### src/rtl/calc_pkg.sv
// Shared encodings for the stepwise calculator: state codes, opcodes, default width.
package calc_pkg;

  localparam int WIDTH_DEFAULT = 8;

  typedef enum logic [1:0] {
    GET_A  = 2'd0,
    GET_B  = 2'd1,
    GET_OP = 2'd2,
    SHOW   = 2'd3
  } state_t;

  typedef enum logic [2:0] {
    OP_ADD = 3'b000,
    OP_SUB = 3'b001,
    OP_AND = 3'b010,
    OP_OR  = 3'b011,
    OP_XOR = 3'b100,
    OP_SLT = 3'b101
  } op_t;

endpackage

### src/rtl/ula_param.sv
// Combinational arithmetic/logic unit with carry, signed overflow, zero and
// invalid-opcode flags. Opcodes 110/111 yield zero result with op_err set.
module ula_param
  import calc_pkg::*;
#(
  parameter int WIDTH = WIDTH_DEFAULT
) (
  input  logic [WIDTH-1:0] a,
  input  logic [WIDTH-1:0] b,
  input  logic [2:0]       op,
  output logic [WIDTH-1:0] y,
  output logic             cout,
  output logic             overflow,
  output logic             zero,
  output logic             op_err
);

  logic [WIDTH:0] sum;
  logic [WIDTH:0] diff;

  assign sum  = {1'b0, a} + {1'b0, b};
  assign diff = {1'b0, a} - {1'b0, b};

  // Operation select; diff[WIDTH] is the borrow, so cout on SUB is its inverse.
  always_comb begin
    y        = '0;
    cout     = 1'b0;
    overflow = 1'b0;
    op_err   = 1'b0;
    case (op)
      OP_ADD: begin
        y        = sum[WIDTH-1:0];
        cout     = sum[WIDTH];
        overflow = (a[WIDTH-1] == b[WIDTH-1]) && (sum[WIDTH-1] != a[WIDTH-1]);
      end
      OP_SUB: begin
        y        = diff[WIDTH-1:0];
        cout     = ~diff[WIDTH];
        overflow = (a[WIDTH-1] != b[WIDTH-1]) && (diff[WIDTH-1] != a[WIDTH-1]);
      end
      OP_AND: y = a & b;
      OP_OR:  y = a | b;
      OP_XOR: y = a ^ b;
      OP_SLT: y = {{(WIDTH-1){1'b0}}, ($signed(a) < $signed(b))};
      default: op_err = 1'b1;
    endcase
  end

  // Zero flag derived from the selected result for every opcode.
  assign zero = (y == '0);

endmodule

### src/rtl/calculadora_param.sv
// Push-button stepped calculator: capture A, B, opcode on successive enter
// presses, then show the registered result and flags.
//
// state  | meaning
// GET_A  | waiting for operand A on data_in
// GET_B  | waiting for operand B on data_in
// GET_OP | waiting for opcode on data_in[2:0]; computes on capture
// SHOW   | result valid; enter returns to GET_A, or GET_B with chain
module calculadora_param
  import calc_pkg::*;
#(
  parameter int WIDTH      = WIDTH_DEFAULT,
  parameter int SYNC_ENTER = 1
) (
  input  logic             clk,
  input  logic             reset_n,
  input  logic             enter,
  input  logic             chain,
  input  logic [WIDTH-1:0] data_in,
  output logic [WIDTH-1:0] result,
  output logic             result_valid,
  output logic             cout,
  output logic             overflow,
  output logic             zero,
  output logic             op_err,
  output logic [1:0]       state_out
);

  state_t           state_q, state_d;
  logic [1:0]       sync_q;
  logic [1:0]       fill_q;
  logic             enter_s;
  logic             enter_prev;
  logic             armed;
  logic             fill_done;
  logic             enter_pulse;
  logic [WIDTH-1:0] reg_a, reg_b, result_q;
  logic [2:0]       opcode_q;
  logic [2:0]       alu_op;
  logic [WIDTH-1:0] alu_y;
  logic             alu_cout, alu_ovf, alu_zero, alu_err;
  logic             cout_q, ovf_q, zero_q, err_q;

  // fill_done marks the synchroniser as holding real samples, so that the
  // reset-cleared zeros are not mistaken for a released button.
  assign enter_s     = (SYNC_ENTER != 0) ? sync_q[1] : enter;
  assign fill_done   = (SYNC_ENTER != 0) ? fill_q[1] : 1'b1;
  assign enter_pulse = armed & enter_s & ~enter_prev;

  // Synchroniser, edge detector and post-reset arming (enter must be seen low first).
  always_ff @(posedge clk or negedge reset_n) begin
    if (!reset_n) begin
      sync_q     <= '0;
      fill_q     <= '0;
      enter_prev <= 1'b0;
      armed      <= 1'b0;
    end else begin
      sync_q     <= {sync_q[0], enter};
      fill_q     <= {fill_q[0], 1'b1};
      enter_prev <= enter_s;
      armed      <= armed | (fill_done & ~enter_s);
    end
  end

  // State register.
  always_ff @(posedge clk or negedge reset_n) begin
    if (!reset_n) state_q <= GET_A;
    else          state_q <= state_d;
  end

  // Next-state logic; advances only on an enter pulse.
  always_comb begin
    state_d = state_q;
    if (enter_pulse) begin
      case (state_q)
        GET_A:   state_d = GET_B;
        GET_B:   state_d = GET_OP;
        GET_OP:  state_d = SHOW;
        SHOW:    state_d = chain ? GET_B : GET_A;
        default: state_d = GET_A;
      endcase
    end
  end

  // Live opcode during GET_OP so the ALU result is ready on the capture edge.
  assign alu_op = (state_q == GET_OP) ? data_in[2:0] : opcode_q;

  ula_param #(.WIDTH(WIDTH)) u_ula (
    .a        (reg_a),
    .b        (reg_b),
    .op       (alu_op),
    .y        (alu_y),
    .cout     (alu_cout),
    .overflow (alu_ovf),
    .zero     (alu_zero),
    .op_err   (alu_err)
  );

  // Operand/opcode capture and result/flag registration on enter pulses.
  always_ff @(posedge clk or negedge reset_n) begin
    if (!reset_n) begin
      reg_a    <= '0;
      reg_b    <= '0;
      opcode_q <= '0;
      result_q <= '0;
      cout_q   <= 1'b0;
      ovf_q    <= 1'b0;
      zero_q   <= 1'b1;
      err_q    <= 1'b0;
    end else if (enter_pulse) begin
      case (state_q)
        GET_A: reg_a <= data_in;
        GET_B: reg_b <= data_in;
        GET_OP: begin
          opcode_q <= data_in[2:0];
          result_q <= alu_y;
          cout_q   <= alu_cout;
          ovf_q    <= alu_ovf;
          zero_q   <= alu_zero;
          err_q    <= alu_err;
        end
        SHOW: if (chain) reg_a <= result_q;
        default: ;
      endcase
    end
  end

  assign result       = result_q;
  assign cout         = cout_q;
  assign overflow     = ovf_q;
  assign zero         = zero_q;
  assign op_err       = err_q;
  assign result_valid = (state_q == SHOW);
  assign state_out    = state_q;

endmodule
### config.mk
export PLATFORM = sky130hd
export DESIGN_NAME = calculadora_param
export DESIGN_NICKNAME = d
export VERILOG_FILES = /design/src/rtl/calc_pkg.sv /design/src/rtl/ula_param.sv /design/src/rtl/calculadora_param.sv
export SDC_FILE = /design/constraint.sdc
export NUM_CORES = 1
export LEC_CHECK = 0
export CAP_MARGIN = 0
export CORE_ASPECT_RATIO = 1.75
export CORE_MARGIN = 1.5
export CORE_UTILIZATION = 40
export CTS_CLUSTER_DIAMETER = 50
export DETAILED_ROUTE_END_ITERATION = 8
export GPL_TIMING_DRIVEN = 0
export PLACE_DENSITY_LB_ADDON = 0.12
export SLEW_MARGIN = 30
export SYNTH_ARGS = -nofsm -noshare
export SYNTH_HDL_FRONTEND = slang
export SYNTH_SLANG_ARGS = --single-unit
### constraint.sdc
create_clock -name clk -period 2.42 [get_ports clk]
set_input_delay 0.242 -clock clk [delete_from_list [all_inputs] [get_ports clk]]
set_output_delay 0.242 -clock clk [all_outputs]
set_load 0.01 [all_outputs]
# == After elaboration in Yosys (flattened, before gate mapping) ==
# Index checks and enable logic that the tools add are counted.
# totals
reg_bits,39
input_bits,12
out_inout_bits,15
wordCells,58
# op_classes
add_sub_neg,2
n_lt_le_gt_ge,1
eq_ne,13
mux,9
bitwise_logic,10
reduce_logical,10
# op_table
cell,count
$pmux W8 S6,1
$pmux W8 S2,1
$add A8 B8 Y9,1
$sub A8 B8 Y9,1
$and A8 B8 Y8,1
$logic_not A8 Y1,1
$lt A8 B8 Y1,1
$mux W8,1
$or A8 B8 Y8,1
$pmux W2 S4,1
$xor A8 B8 Y8,1
$eq A3 B2 Y1 const B,2
$eq A3 B3 Y1 const B,2
$reduce_or A6 Y1,1
$eq A2 B2 Y1 const B,2
$pmux W1 S2,2
$reduce_and A2 Y1,2
$and A1 B1 Y1,3
$eq A3 B1 Y1 const B,1
$logic_not A3 Y1,1
$mux W3,1
$ne A1 B1 Y1,3
$not A1 Y1,3
$reduce_and A3 Y1,1
8 further kinds,10

# == Longest topological paths before layout ==
# logic_depth
word_depth,5
mapped_depth,12
ltp_nobuf,11

# == Modules after synthesis ==
# From an unflattened synthesis, not the netlist that was laid out.
# hier_totals
hier_cells,321
hier_area_um2,3093.0
# modules_own_cells
module,instances,cells_per_inst,area_each_um2,seq_area_each_um2
calculadora_param,1,111,1689.1,977.2
ula_param,1,210,1403.8,0.0

# == Worst setup path after synthesis ==
# OpenSTA, ideal clock, no wires.
# synth_path
kind,register to register
from,reg reg_a[1]
to,"reg ovf_q, in the netlist overflow"
setup_ns,0.075
t_arrival_ns,2.486
required_ns,2.345
path_slack_ns,-0.141
stages_incl_launch_ff,9
n_path_buf,0
synth_period_minus_slack_ns,2.561
path_cell_list,dfrtp_1 -> inv_1 -> ha_1 -> o21ba_1 -> or4_4 -> o211a_1 -> or3_1 -> mux4_2 -> o21ai_2
# synth_via
elab_chain_cells,4
word_cells_on_any_way,7
classes_between,add/sub: 2; eq/ne: 2; mux: 1; reduce/logical: 2
# synth_lines
element,line,source
start: declaration,calculadora_param.sv:37,"logic [WIDTH-1:0] reg_a, reg_b, result_q;"
start signal: assignment,calculadora_param.sv:112,GET_A: reg_a <= data_in;
start signal: assignment,calculadora_param.sv:122,SHOW: if (chain) reg_a <= result_q;
$sub A8 B8 Y9 or $add A8 B8 Y9 (tied branches),"ula_param.sv:22, ula_param.sv:21",
$ne A1 B1 Y1 (on tied branches),"ula_param.sv:39, ula_param.sv:34",
$logic_and A1 B1 Y1 (on tied branches),"ula_param.sv:39, ula_param.sv:34",
$pmux W1 S2 *,ula_param.sv:30,case (op)
end signal: assignment,calculadora_param.sv:118,ovf_q <= alu_ovf;
end: declaration,calculadora_param.sv:42,"logic cout_q, ovf_q, zero_q, err_q;"
# Mark *: on every way between the ends. The rest lies on a longest branch, timed or not.
# A chain may end at the register's enable or synchronous reset.

# == Worst setup path after layout ==
# layout_path
from,reg reg_a[0]
to,"reg ovf_q, in the netlist overflow"
# The elaborated chain is that of the path after synthesis.

==> impl_metrics.csv <==
group,metric,value,unit
drt,via_per_inst,5.60,
timing,setup_ws,-0.133,ns
drt,drc_errors,0,
placement,routabilityCongestion,0.931,
clocking,worstSkewPairLatency,0.29,ns
grt,grt_remaining_overflow,0,
die,die_y,115,um
yosys,syn-num-nets,357,
yosys,synthCells,313,
placement,dp_hpwl,6010,um
worst_setup_path,critPathLaunch,"reg_a[0]$_DFFE_PN0P_",
finish,instances_no_fill,473,
yosys,ys_seq_elements,39,
finish,area_growth,39.7,%
yosys,ys.warnings.count,0,
drt,via_count,2647,
hold_path,hp-class,"flip-flop to flip-flop",
grt,grt_pass1_vias,2659,
drt,first_pass_iters,4,
timing,finalHoldViolations,0,
timing,rsz0062_at_grt,"true",
worst_setup_path,start_kind,"flip-flop",
timing,fin_crit_sh,105,%
clocking,clock-sinks,39,
yosys,syn_area,2880,um2
yosys,netlist.area_leader.share,33.0,%
drt,initialDrtViolationCount,151,
yosys,yosysMostFrequentCell,"dfrtp_1",
die,die_w,67.2,um
drt,wl_per_cell,18.0,um
job,drv_cap,0,
finish,layout-drive-gt1-share,31.1,%
clocking,clk_pin_slew,0.06,ns
yosys,yosysTopAreaCell,"dfrtp_1",
clocking,cts_tree,"done",
finish,num_antenna_cells,0,
finish,nets,432,
timing,finClkSkew,0.00972,ns
yosys,synth_cell_types,60,
grt,grt_util_met2,41.3,%
grt,grt_use_total,23.6,%
timing,relSlewSlack,64.7,%
worst_setup_path,crit_end,"overflow$_DFFE_PN0P_",
die,die_area,7740,um2
die,ios,27,
worst_setup_path,arrival,2.77,ns
grt,met1_usage,26.5,%
yosys,synth_area_per_cell,9.21,um2
drt,ant_nets,0,
die,rows,40,
yosys,synth_area_leaders,"dfrtp_1, ha_1, mux2i_1",
clocking,clockBufferDepth,2,
run_status,outcome,"finished with violations",
yosys,synth_flop_cell,"dfrtp_1",
clocking,htreeDepth,2,
timing,worst_pin_slew,0.526,ns
clocking,root_buffer,"clkbuf_16",
yosys,synthTopCellsByCount,"dfrtp_1, ha_1, inv_1",
die,initial_core_util,41.7,%
yosys,synth_edf_count,0,
timing,post-route-min-period,2.55,ns
worst_setup_path,worst-setup-path-type,"flip-flop to flip-flop",
grt,busiest_layer,"met2",
finish,fillers,619,
worst_setup_path,end_kind,"flip-flop",
drt,drt_wl_total,8510,um
grt,antenna_found_initial,0,
yosys,ys_async_sr_fraction,100,%
grt,grt_pass1_wl,13300,um
worst_setup_path,reg2reg_depth,9,
timing,setup_viol,3,
run_status,failed_checks,"setup timing",
yosys,yosysSeqAreaShare,33.9,%
grt,grt_max_degree,29,
placement,dpl.cell_count,424,
worst_setup_path,worst_r2r_endpoint,"overflow$_DFFE_PN0P_",
worst_setup_path,regToRegSetupSlack,-0.13,ns
worst_setup_path,r2r-start,"reg_a[0]$_DFFE_PN0P_",
grt,global_route.usage.met3,3.91,%
die,core,6910,um2
worst_setup_path,crit_required,2.64,ns
timing,maxClockFrequency,392,MHz
placement,numPortBuffers,26,
worst_setup_path,worst-path-max-fanout,3,
timing,drv_slew,0,
clocking,cts_buffers,5,
layout make-up:
class	count	area, um2	area share, %
buffer	13	91.3	2.27
clock buffer	7	143	3.54
clock inverter	1	8.76	0.218
inverter	30	113	2.80
multi-input combinational	231	1970	49.0
sequential	39	982	24.4
tap	84	105	2.61
timing repair buffer	68	609	15.1
critical path, stage by stage, from the launching register on:
cell	delay, ns
dfrtp_1	0.40
inv_2	0.07
ha_4	0.16
buf_6	0.11
o21ba_4	0.19
or4_4	0.43
o211a_1	0.15
or3_1	0.33
mux4_2	0.51
o21ai_2	0.12
sequential cells by signal (all words and copies together) (netlist names):
signal      count
reg_a           8
opcode_q        3
enter_prev      1
sync_q          2
op_err          1
cout            1
armed           1
zero            1
result          8
state_out       2
overflow        1
reg_b           8
fill_q          2
worst min-delay path by stage:
stage / from / to / slack [ns] / depth (start not counted)
finish: sync_q[0]$_DFF_PN0_ / sync_q[1]$_DFF_PN0_ / 0.35 / 0
global route: fill_q[0]$_DFF_PN0_ / fill_q[1]$_DFF_PN0_ / 0.36 / 0
CTS: sync_q[0]$_DFF_PN0_ / sync_q[1]$_DFF_PN0_ / 0.36 / 0
detailed placement: reset_n / state_out[0]$_DFFE_PN0P_ / 0.16 / 1
global placement: fill_q[0]$_DFF_PN0_ / fill_q[1]$_DFF_PN0_ / 0.34 / 0
floorplan: reset_n / armed$_DFF_PN0_ / -0.05 / 0
routing by layer:
layer,wire [um],up-vias
met5,0,-
met4,362,0
met3,299,25
met2,4570,74
met1,3280,1282
li1,-,1266
through the flow:
stage | worst slack (ns) | util, % | hold WS [ns] | cell area [um2] | setup TNS [ns]
CTS | -0.124 | 55.0 | 0.357 | 3800 | -0.253
global placement | -0.700 | 47.3 | 0.336 | 3270 | -5.66
finish | -0.133 | 58.3 | 0.354 | 4030 | -0.333
detailed placement | -0.680 | 47.5 | 0.162 | 3280 | -5.44
global route | -0.221 | 58.3 | 0.365 | 4030 | -0.621
floorplan | -0.0133 | - | -0.0536 | 2900 | -0.0133
kinds of logic (layout without fill, tap and decap cells):
family                     count (synthesis)  count (layout)  share of synthesized area [%]
AOI/OAI and AO/OA                         90              90                           21.4
adders and majority gates                 32              32                           14.4
buffers and inverters                     43             119                           6.04
DFF                                       39              39                           33.9
muxes                                     27              27                           10.9
other                                      1               1                          0.130
and+or+nand+nor                           81              81                           13.2
cells in the final DEF, fill, tap and decap left out, types with 4 or more instances in the layout:
master	count
clkbuf_16	5
clkdlybuf4s50_1	25
o21ai_0	13
ha_1	26
dfrtp_2	4
buf_4	38
dfrtp_1	34
a21oi_1	19
inv_1	24
buf_6	7
clkbuf_1	4
clkbuf_2	4
inv_2	6
mux2_2	10
nor2_1	22
mux2i_1	10
nand2_1	28
o21ai_1	5
a21o_1	6
repair_timing:
item                                   in CTS  in global routing
resized for setup                          44                 27
setup buffers                              23                 17
setup endpoints to repair                  18                 10
endpoints found under the hold margin      11                  0
pin swaps                                  13                 14
hold buffers                                1                  0
Power is left out: the tool's default activity adds up to more than one toggle a clock period on the data nets, which glitch-free logic cannot reach.
